### src/rtl/scc_pkg.sv
// Shared slot encodings, default widths and wave-bank mapping for the 5ch tone path.
package scc_pkg;

    localparam int SAMPLE_W_DEF = 8;
    localparam int VOL_W_DEF    = 4;
    localparam int NUM_CH       = 5;

    localparam logic [2:0] SLOT_A    = 3'd0;
    localparam logic [2:0] SLOT_B    = 3'd1;
    localparam logic [2:0] SLOT_C    = 3'd2;
    localparam logic [2:0] SLOT_D    = 3'd3;
    localparam logic [2:0] SLOT_E    = 3'd4;
    localparam logic [2:0] SLOT_IDLE = 3'd5;

    // Channel E borrows bank 3 unless the SCC-I layout gives it a private bank 4.
    function automatic logic [2:0] scc_wave_bank(input logic [2:0] ch, input logic scci_mode);
        logic [2:0] bank;
        bank = ch;
        if (ch == SLOT_E) begin
            bank = scci_mode ? 3'd4 : 3'd3;
        end
        return bank;
    endfunction

endpackage

### src/rtl/scc_volume_mac.sv
// Per-slot volume multiply, enable gate and frame accumulator; dumps the mix on channel E.
// One cycle from s2 tag to acc/mix update; no backpressure, a result is produced every valid slot.
module scc_volume_mac
    import scc_pkg::*;
#(
    parameter int SAMPLE_W = SAMPLE_W_DEF,
    parameter int VOL_W    = VOL_W_DEF,
    parameter int MIX_W    = 15
) (
    input  logic                    clk,
    input  logic                    nreset,
    input  logic                    s2_vld_i,
    input  logic [2:0]              s2_ch_i,
    input  logic [SAMPLE_W-1:0]     sample_i,
    input  logic [NUM_CH*VOL_W-1:0] reg_volume_i,
    input  logic [NUM_CH-1:0]       reg_enable_i,
    output logic [MIX_W-1:0]        mix_out_o,
    output logic                    mix_valid_o
);

    localparam int PROD_W = SAMPLE_W + VOL_W;

    logic [VOL_W-1:0]         vol_sel;
    logic                     en_sel;
    logic signed [PROD_W-1:0] samp_ext;
    logic signed [PROD_W-1:0] vol_ext;
    logic signed [PROD_W-1:0] prod;
    logic signed [MIX_W-1:0]  prod_ext;
    logic signed [MIX_W-1:0]  sum;
    logic signed [MIX_W-1:0]  acc_q, acc_d;
    logic [MIX_W-1:0]         mix_q, mix_d;
    logic                     mix_vld_q, mix_vld_d;

    always_comb begin
        vol_sel = '0;
        en_sel  = 1'b0;
        for (int i = 0; i < NUM_CH; i++) begin
            if (s2_ch_i == 3'(i)) begin
                vol_sel = reg_volume_i[i*VOL_W +: VOL_W];
                en_sel  = reg_enable_i[i];
            end
        end
    end

    // Volume is unsigned: widen with a zero MSB before the signed multiply.
    always_comb begin
        samp_ext = PROD_W'($signed(sample_i));
        vol_ext  = $signed(PROD_W'({1'b0, vol_sel}));
        prod     = en_sel ? (samp_ext * vol_ext) : '0;
        prod_ext = MIX_W'(prod);
        sum      = acc_q + prod_ext;
    end

    always_comb begin
        acc_d     = acc_q;
        mix_d     = mix_q;
        mix_vld_d = 1'b0;
        if (s2_vld_i) begin
            case (s2_ch_i)
                SLOT_A:                 acc_d = prod_ext;
                SLOT_B, SLOT_C, SLOT_D: acc_d = sum;
                SLOT_E: begin
                    mix_d     = sum;
                    mix_vld_d = 1'b1;
                end
                default: ;
            endcase
        end
    end

    always_ff @(posedge clk) begin
        if (!nreset) begin
            acc_q     <= '0;
            mix_q     <= '0;
            mix_vld_q <= 1'b0;
        end else begin
            acc_q     <= acc_d;
            mix_q     <= mix_d;
            mix_vld_q <= mix_vld_d;
        end
    end

    assign mix_out_o   = mix_q;
    assign mix_valid_o = mix_vld_q;

endmodule

### src/rtl/scc_wave_sample_reader_5ch.sv
// Reads wave RAM on slot updates, holds a sample per channel and mixes five channels per frame.
// Slot 4 -> mix_valid three cycles later; no backpressure, one slot accepted every cycle.
module scc_wave_sample_reader_5ch
    import scc_pkg::*;
#(
    parameter int SAMPLE_W = SAMPLE_W_DEF,
    parameter int VOL_W    = VOL_W_DEF,
    parameter int MIX_W    = 15
) (
    input  logic                    clk,
    input  logic                    nreset,
    input  logic [2:0]              active,
    input  logic [4:0]              wave_address,
    input  logic                    wave_update,
    input  logic                    reg_scci_mode,
    input  logic [NUM_CH*VOL_W-1:0] reg_volume,
    input  logic [NUM_CH-1:0]       reg_enable,
    output logic [7:0]              ram_address,
    output logic                    ram_rd,
    input  logic [SAMPLE_W-1:0]     ram_rdata,
    output logic [MIX_W-1:0]        mix_out,
    output logic                    mix_valid
);

    logic                   slot_ok;
    logic [7:0]             ram_address_q, ram_address_d;
    logic                   ram_rd_q, ram_rd_d;
    logic [2:0]             s1_ch_q, s1_ch_d;
    logic                   s1_upd_q, s1_upd_d;
    logic                   s1_vld_q, s1_vld_d;
    logic [NUM_CH-1:0][SAMPLE_W-1:0] sample_q, sample_d;
    logic [2:0]             s2_ch_q, s2_ch_d;
    logic                   s2_vld_q, s2_vld_d;
    logic [SAMPLE_W-1:0]    sample_sel;

    // S1: issue the RAM read and tag the slot; idle/ignored slots keep the last address.
    always_comb begin
        slot_ok       = (active < SLOT_IDLE);
        ram_address_d = ram_address_q;
        ram_rd_d      = 1'b0;
        s1_ch_d       = s1_ch_q;
        s1_upd_d      = 1'b0;
        s1_vld_d      = 1'b0;
        if (slot_ok) begin
            ram_address_d = {scc_wave_bank(active, reg_scci_mode), wave_address};
            ram_rd_d      = wave_update;
            s1_ch_d       = active;
            s1_upd_d      = wave_update;
            s1_vld_d      = 1'b1;
        end
    end

    // S2: capture read data into the tagged channel's holding register.
    always_comb begin
        sample_d = sample_q;
        if (s1_vld_q && s1_upd_q) begin
            for (int i = 0; i < NUM_CH; i++) begin
                if (s1_ch_q == 3'(i)) begin
                    sample_d[i] = ram_rdata;
                end
            end
        end
        s2_ch_d  = s1_ch_q;
        s2_vld_d = s1_vld_q;
    end

    always_comb begin
        sample_sel = '0;
        for (int i = 0; i < NUM_CH; i++) begin
            if (s2_ch_q == 3'(i)) begin
                sample_sel = sample_q[i];
            end
        end
    end

    always_ff @(posedge clk) begin
        if (!nreset) begin
            ram_address_q <= '0;
            ram_rd_q      <= 1'b0;
            s1_ch_q       <= '0;
            s1_upd_q      <= 1'b0;
            s1_vld_q      <= 1'b0;
            sample_q      <= '0;
            s2_ch_q       <= '0;
            s2_vld_q      <= 1'b0;
        end else begin
            ram_address_q <= ram_address_d;
            ram_rd_q      <= ram_rd_d;
            s1_ch_q       <= s1_ch_d;
            s1_upd_q      <= s1_upd_d;
            s1_vld_q      <= s1_vld_d;
            sample_q      <= sample_d;
            s2_ch_q       <= s2_ch_d;
            s2_vld_q      <= s2_vld_d;
        end
    end

    assign ram_address = ram_address_q;
    assign ram_rd      = ram_rd_q;

    scc_volume_mac #(
        .SAMPLE_W (SAMPLE_W),
        .VOL_W    (VOL_W),
        .MIX_W    (MIX_W)
    ) u_mac (
        .clk          (clk),
        .nreset       (nreset),
        .s2_vld_i     (s2_vld_q),
        .s2_ch_i      (s2_ch_q),
        .sample_i     (sample_sel),
        .reg_volume_i (reg_volume),
        .reg_enable_i (reg_enable),
        .mix_out_o    (mix_out),
        .mix_valid_o  (mix_valid)
    );

endmodule
### config.mk
export PLATFORM = sky130hd
export DESIGN_NAME = scc_wave_sample_reader_5ch
export DESIGN_NICKNAME = d
export VERILOG_FILES = /design/src/rtl/scc_pkg.sv /design/src/rtl/scc_volume_mac.sv /design/src/rtl/scc_wave_sample_reader_5ch.sv
export SDC_FILE = /design/constraint.sdc
export NUM_CORES = 1
export LEC_CHECK = 0
export ABC_AREA = 1
export BUFFER_PORTS_ARGS = -buffer_cell sky130_fd_sc_hd__buf_2
export CAP_MARGIN = 20
export CORE_MARGIN = 1.5
export CORE_UTILIZATION = 60
export CTS_CLUSTER_DIAMETER = 200
export DETAILED_ROUTE_END_ITERATION = 6
export PLACE_DENSITY_LB_ADDON = 0.15
export REMOVE_ABC_BUFFERS = 1
export SLEW_MARGIN = 20
export SYNTH_ARGS = -nofsm -noshare
export SYNTH_HDL_FRONTEND = slang
export SYNTH_HIERARCHICAL = 1
export SYNTH_SLANG_ARGS = --single-unit
### constraint.sdc
create_clock -name clk -period 11.2 [get_ports clk]
set_input_delay 1.68 -clock clk [delete_from_list [all_inputs] [get_ports clk]]
set_output_delay 1.68 -clock clk [all_outputs]
set_load 0.01 [all_outputs]
==> results.txt <==
Outcome: complete, no violations
Cell Rows: 35
Synthesized area: 0.00577 mm2
Synth-to-Final Area Change: 10.5%
Die Span Y: 101 um
Clk root buf: clkbuf_8
# resized after CTS: 0
Reg2Reg Setup Slack: 4.53 ns
Synth top area share: 0.305
PwrDens: 97.1 mW/mm2
Final TNS setup: 0 ns
Global-route wire length before repair: 23400 um
Crit share post-route: 0.608
RR Endpoint: u_mac/mix_out_o[14]
Synth async-reset ratio: 0
Worst min path class: flip-flop to flip-flop
P_sw: 174 uW
Initial antenna violation count: 0
Switch share: 0.281
Yosys top cell by area: dfxtp_1
Seq/Total Area, Yosys: 0.305
Worst Hold End: s2_vld_q
Max Transition Viols Final: 0
Crit-path max FO: 8
Total Routed Length: 14200 um
DR iter-0 viols: 275
Min Tclk post-route: 6.81 ns
Count leader, synth: nand2_1
Clock insertion delay at the later pin of the skew report: 0.37 ns
Fin cells: 1034
Layout cells sized above 1: 0.135
Peak supply drop: 0.0726 mV
Clock skew: 0.0113 ns
Clock share of power: 0.353
Final hold slack: 0.444 ns
Final setup violation count: 0
Clock Pin Slew Worst Setup and Hold Paths: 0.09 ns
TritonCTS clock tree: done
Pin count of the biggest net entering global routing: 47
Setup bufs post-CTS: 0
Netlist cell types: 44
DR vias: 5532
Hold path depth: 2
Worst path most repeated cell: nand2_1
Placed insts: 1019
I/O Buffers: 69
Crit-path leading delay family: adder cells
DRT Pass-1 Iters: 5
Wire per inst: 13.7 um
GPL Wtd Cong: 0.919
Slew HR: 0.373
Synth warn: 6
Area contributors post-synth: dfxtp_1 (31%), nand2_1 (11%), inv_1 (8.7%)
Pleak: 3.29 nW
# Max-Cap Violations: 0
Internal power: 445 uW
Post-synth top cells: nand2_1 (170), inv_1 (134), dfxtp_1 (88)
Area of the multi-input gates: 0.00338 mm2
WS Path Type: input port to flip-flop
DPL Wire Length: 10800 um
CTS buffer count: 9
Fin. Hold Viols: 0
Gate Count Post-Synth: 840
Flop pwr share: 0.524
CP required: 11.46 ns
Synth Area per Inst: 6.87 um2
CTS max path bufs: 2
Vias in the first global route: 5217
Hold_sp: s1_vld_q
Worst reg2reg path startpoint: s2_ch_q[0]
Die ar.: 0.0102 mm2
Data arrival time at the worst-slack endpoint: 7.08 ns
Register area: 0.00176 mm2
Worst path buffer plus inverter count: 5
R2R depth: 32
Top FF cell, synth: dfxtp_1
Diode count: 0
Hold_buf cts: 0
Initial Utilization: 0.621
Slowest cell delay on critical path: 0.56 ns
Number of routed nets with antenna violations: 0
Gate power share: 0.123
Worst setup SP type: input port
Final #Nets: 995
# IOs: 70
Crit. End Element: flip-flop
Clock Sinks: 88
Post-synth EDFFs: 0
Register bit total from synthesis: 88
Worst Tran Pin Value: 0.940 ns
Post-DR vias/cell: 5.35
Max Freq: 147 MHz
Core Area: 0.00928 mm2
CTS H-tree lvls: 3
# fillers: 834
Slowest stage cell, crit path: a21oi_1
Residual overflow from global routing: 0
RSZ-0062 raised after global routing: no
DRC violations left: 0
Total track usage: 0.290
Die width: 101 um
-- state kept, by name (all words and copies together), names as in the netlist --
register,count
u_mac/mix_out_o,15
s1_vld_q,1
u_mac/acc_q,15
ram_address,8
s2_ch_q,3
sample_q,40
s2_vld_q,1
s1_upd_q,1
u_mac/mix_valid_o,1
s1_ch_q,3
-- final cells by class --
cell class,instances,area share
Multi-Input combinational cell,592,0.530
Sequential cell,88,0.276
Inverter,140,0.0840
Timing Repair Buffer,70,0.0554
Tap cell,129,0.0253
Clock buffer,10,0.0200
Clock inverter,5,0.00883
-- per-stage QoR --
stage	power (mW)	setup slack, ns	utilization	instance area, um2
6_report	0.619	4.39	0.687	6370
5_1_grt	0.644	3.95	0.687	6370
4_1_cts	0.621	4.49	0.687	6370
3_5_place_dp	0.407	4.11	0.667	6190
3_3_place_gp	0.404	4.31	0.667	6190
2_1_floorplan	0.376	4.94	-	5680
-- worst reg2reg max path: cells and delay by family (launching register included) --
| kind | cells | cell delay (ns) |
|---|---|---|
| adders and majority gates | 5 | 2.01 |
| and+or+nand+nor | 17 | 1.90 |
| AOI/OAI and AO/OA | 6 | 1.60 |
| DFF | 1 | 0.86 |
| buffers and inverters | 4 | 0.19 |
-- logic make-up (layout without fill, tap and decap cells) --
family | after synthesis | in the layout | synth area share
fa+ha+maj | 49 | 49 | 0.128
compound gates | 145 | 145 | 0.136
buf+inv | 160 | 225 | 0.109
xor+xnor | 12 | 12 | 0.0182
simple gates | 386 | 386 | 0.303
flops | 88 | 88 | 0.305
-- cells in the final DEF, fill, tap and decap left out, types with 3 or more instances in the layout --
cell type,netlist,final
nand2_1,170,170
inv_1,134,134
dfxtp_1,88,88
nor2_1,86,86
nand3_1,86,86
buf_2,2,69
a21oi_1,66,66
o21ai_0,54,53
ha_1,32,32
fa_1,17,17
nand2_2,13,13
clkbuf_8,0,9
xor2_1,8,8
o21bai_1,8,8
nor2_2,4,4
nand4_1,4,4
xnor2_1,4,4
inv_2,3,3
nor2_4,3,3
nand2_4,3,3
nand3b_1,3,3
a211oi_1,3,3
a31oi_1,3,3
-- layer usage --
metal / GRT usage / vias up / share of wire
li1: - / 2807 / -
met1: 0.359 / 2517 / 0.43
met2: 0.497 / 177 / 0.49
met3: 0.0506 / 31 / 0.056
met4: 0.122 / 0 / 0.027
met5: 0 / - / 0
-- how the worst max path moves through the flow --
stage,slack (ns),from,endpoint,cells past startpoint
2_1_floorplan,4.94,reg_volume[3],u_mac/mix_out_o[14],33
3_3_place_gp,4.31,reg_volume[3],u_mac/mix_out_o[14],33
3_5_place_dp,4.11,reg_volume[3],u_mac/mix_out_o[14],34
4_1_cts,4.49,reg_volume[3],u_mac/mix_out_o[14],34
5_1_grt,3.95,reg_volume[3],u_mac/mix_out_o[14],34
6_report,4.39,reg_volume[3],u_mac/mix_out_o[14],32
-- power by group through the flow --
stage | registers, mW | clock network [mW] | logic (mW)
floorplan | 0.332 | 0 | 0.0447
global placement | 0.331 | 0 | 0.0731
detailed placement | 0.331 | 0 | 0.0754
CTS | 0.324 | 0.221 | 0.0756
global route | 0.325 | 0.234 | 0.0850
finish | 0.324 | 0.219 | 0.0762
Note: power is estimated with default switching activity, not from simulation.
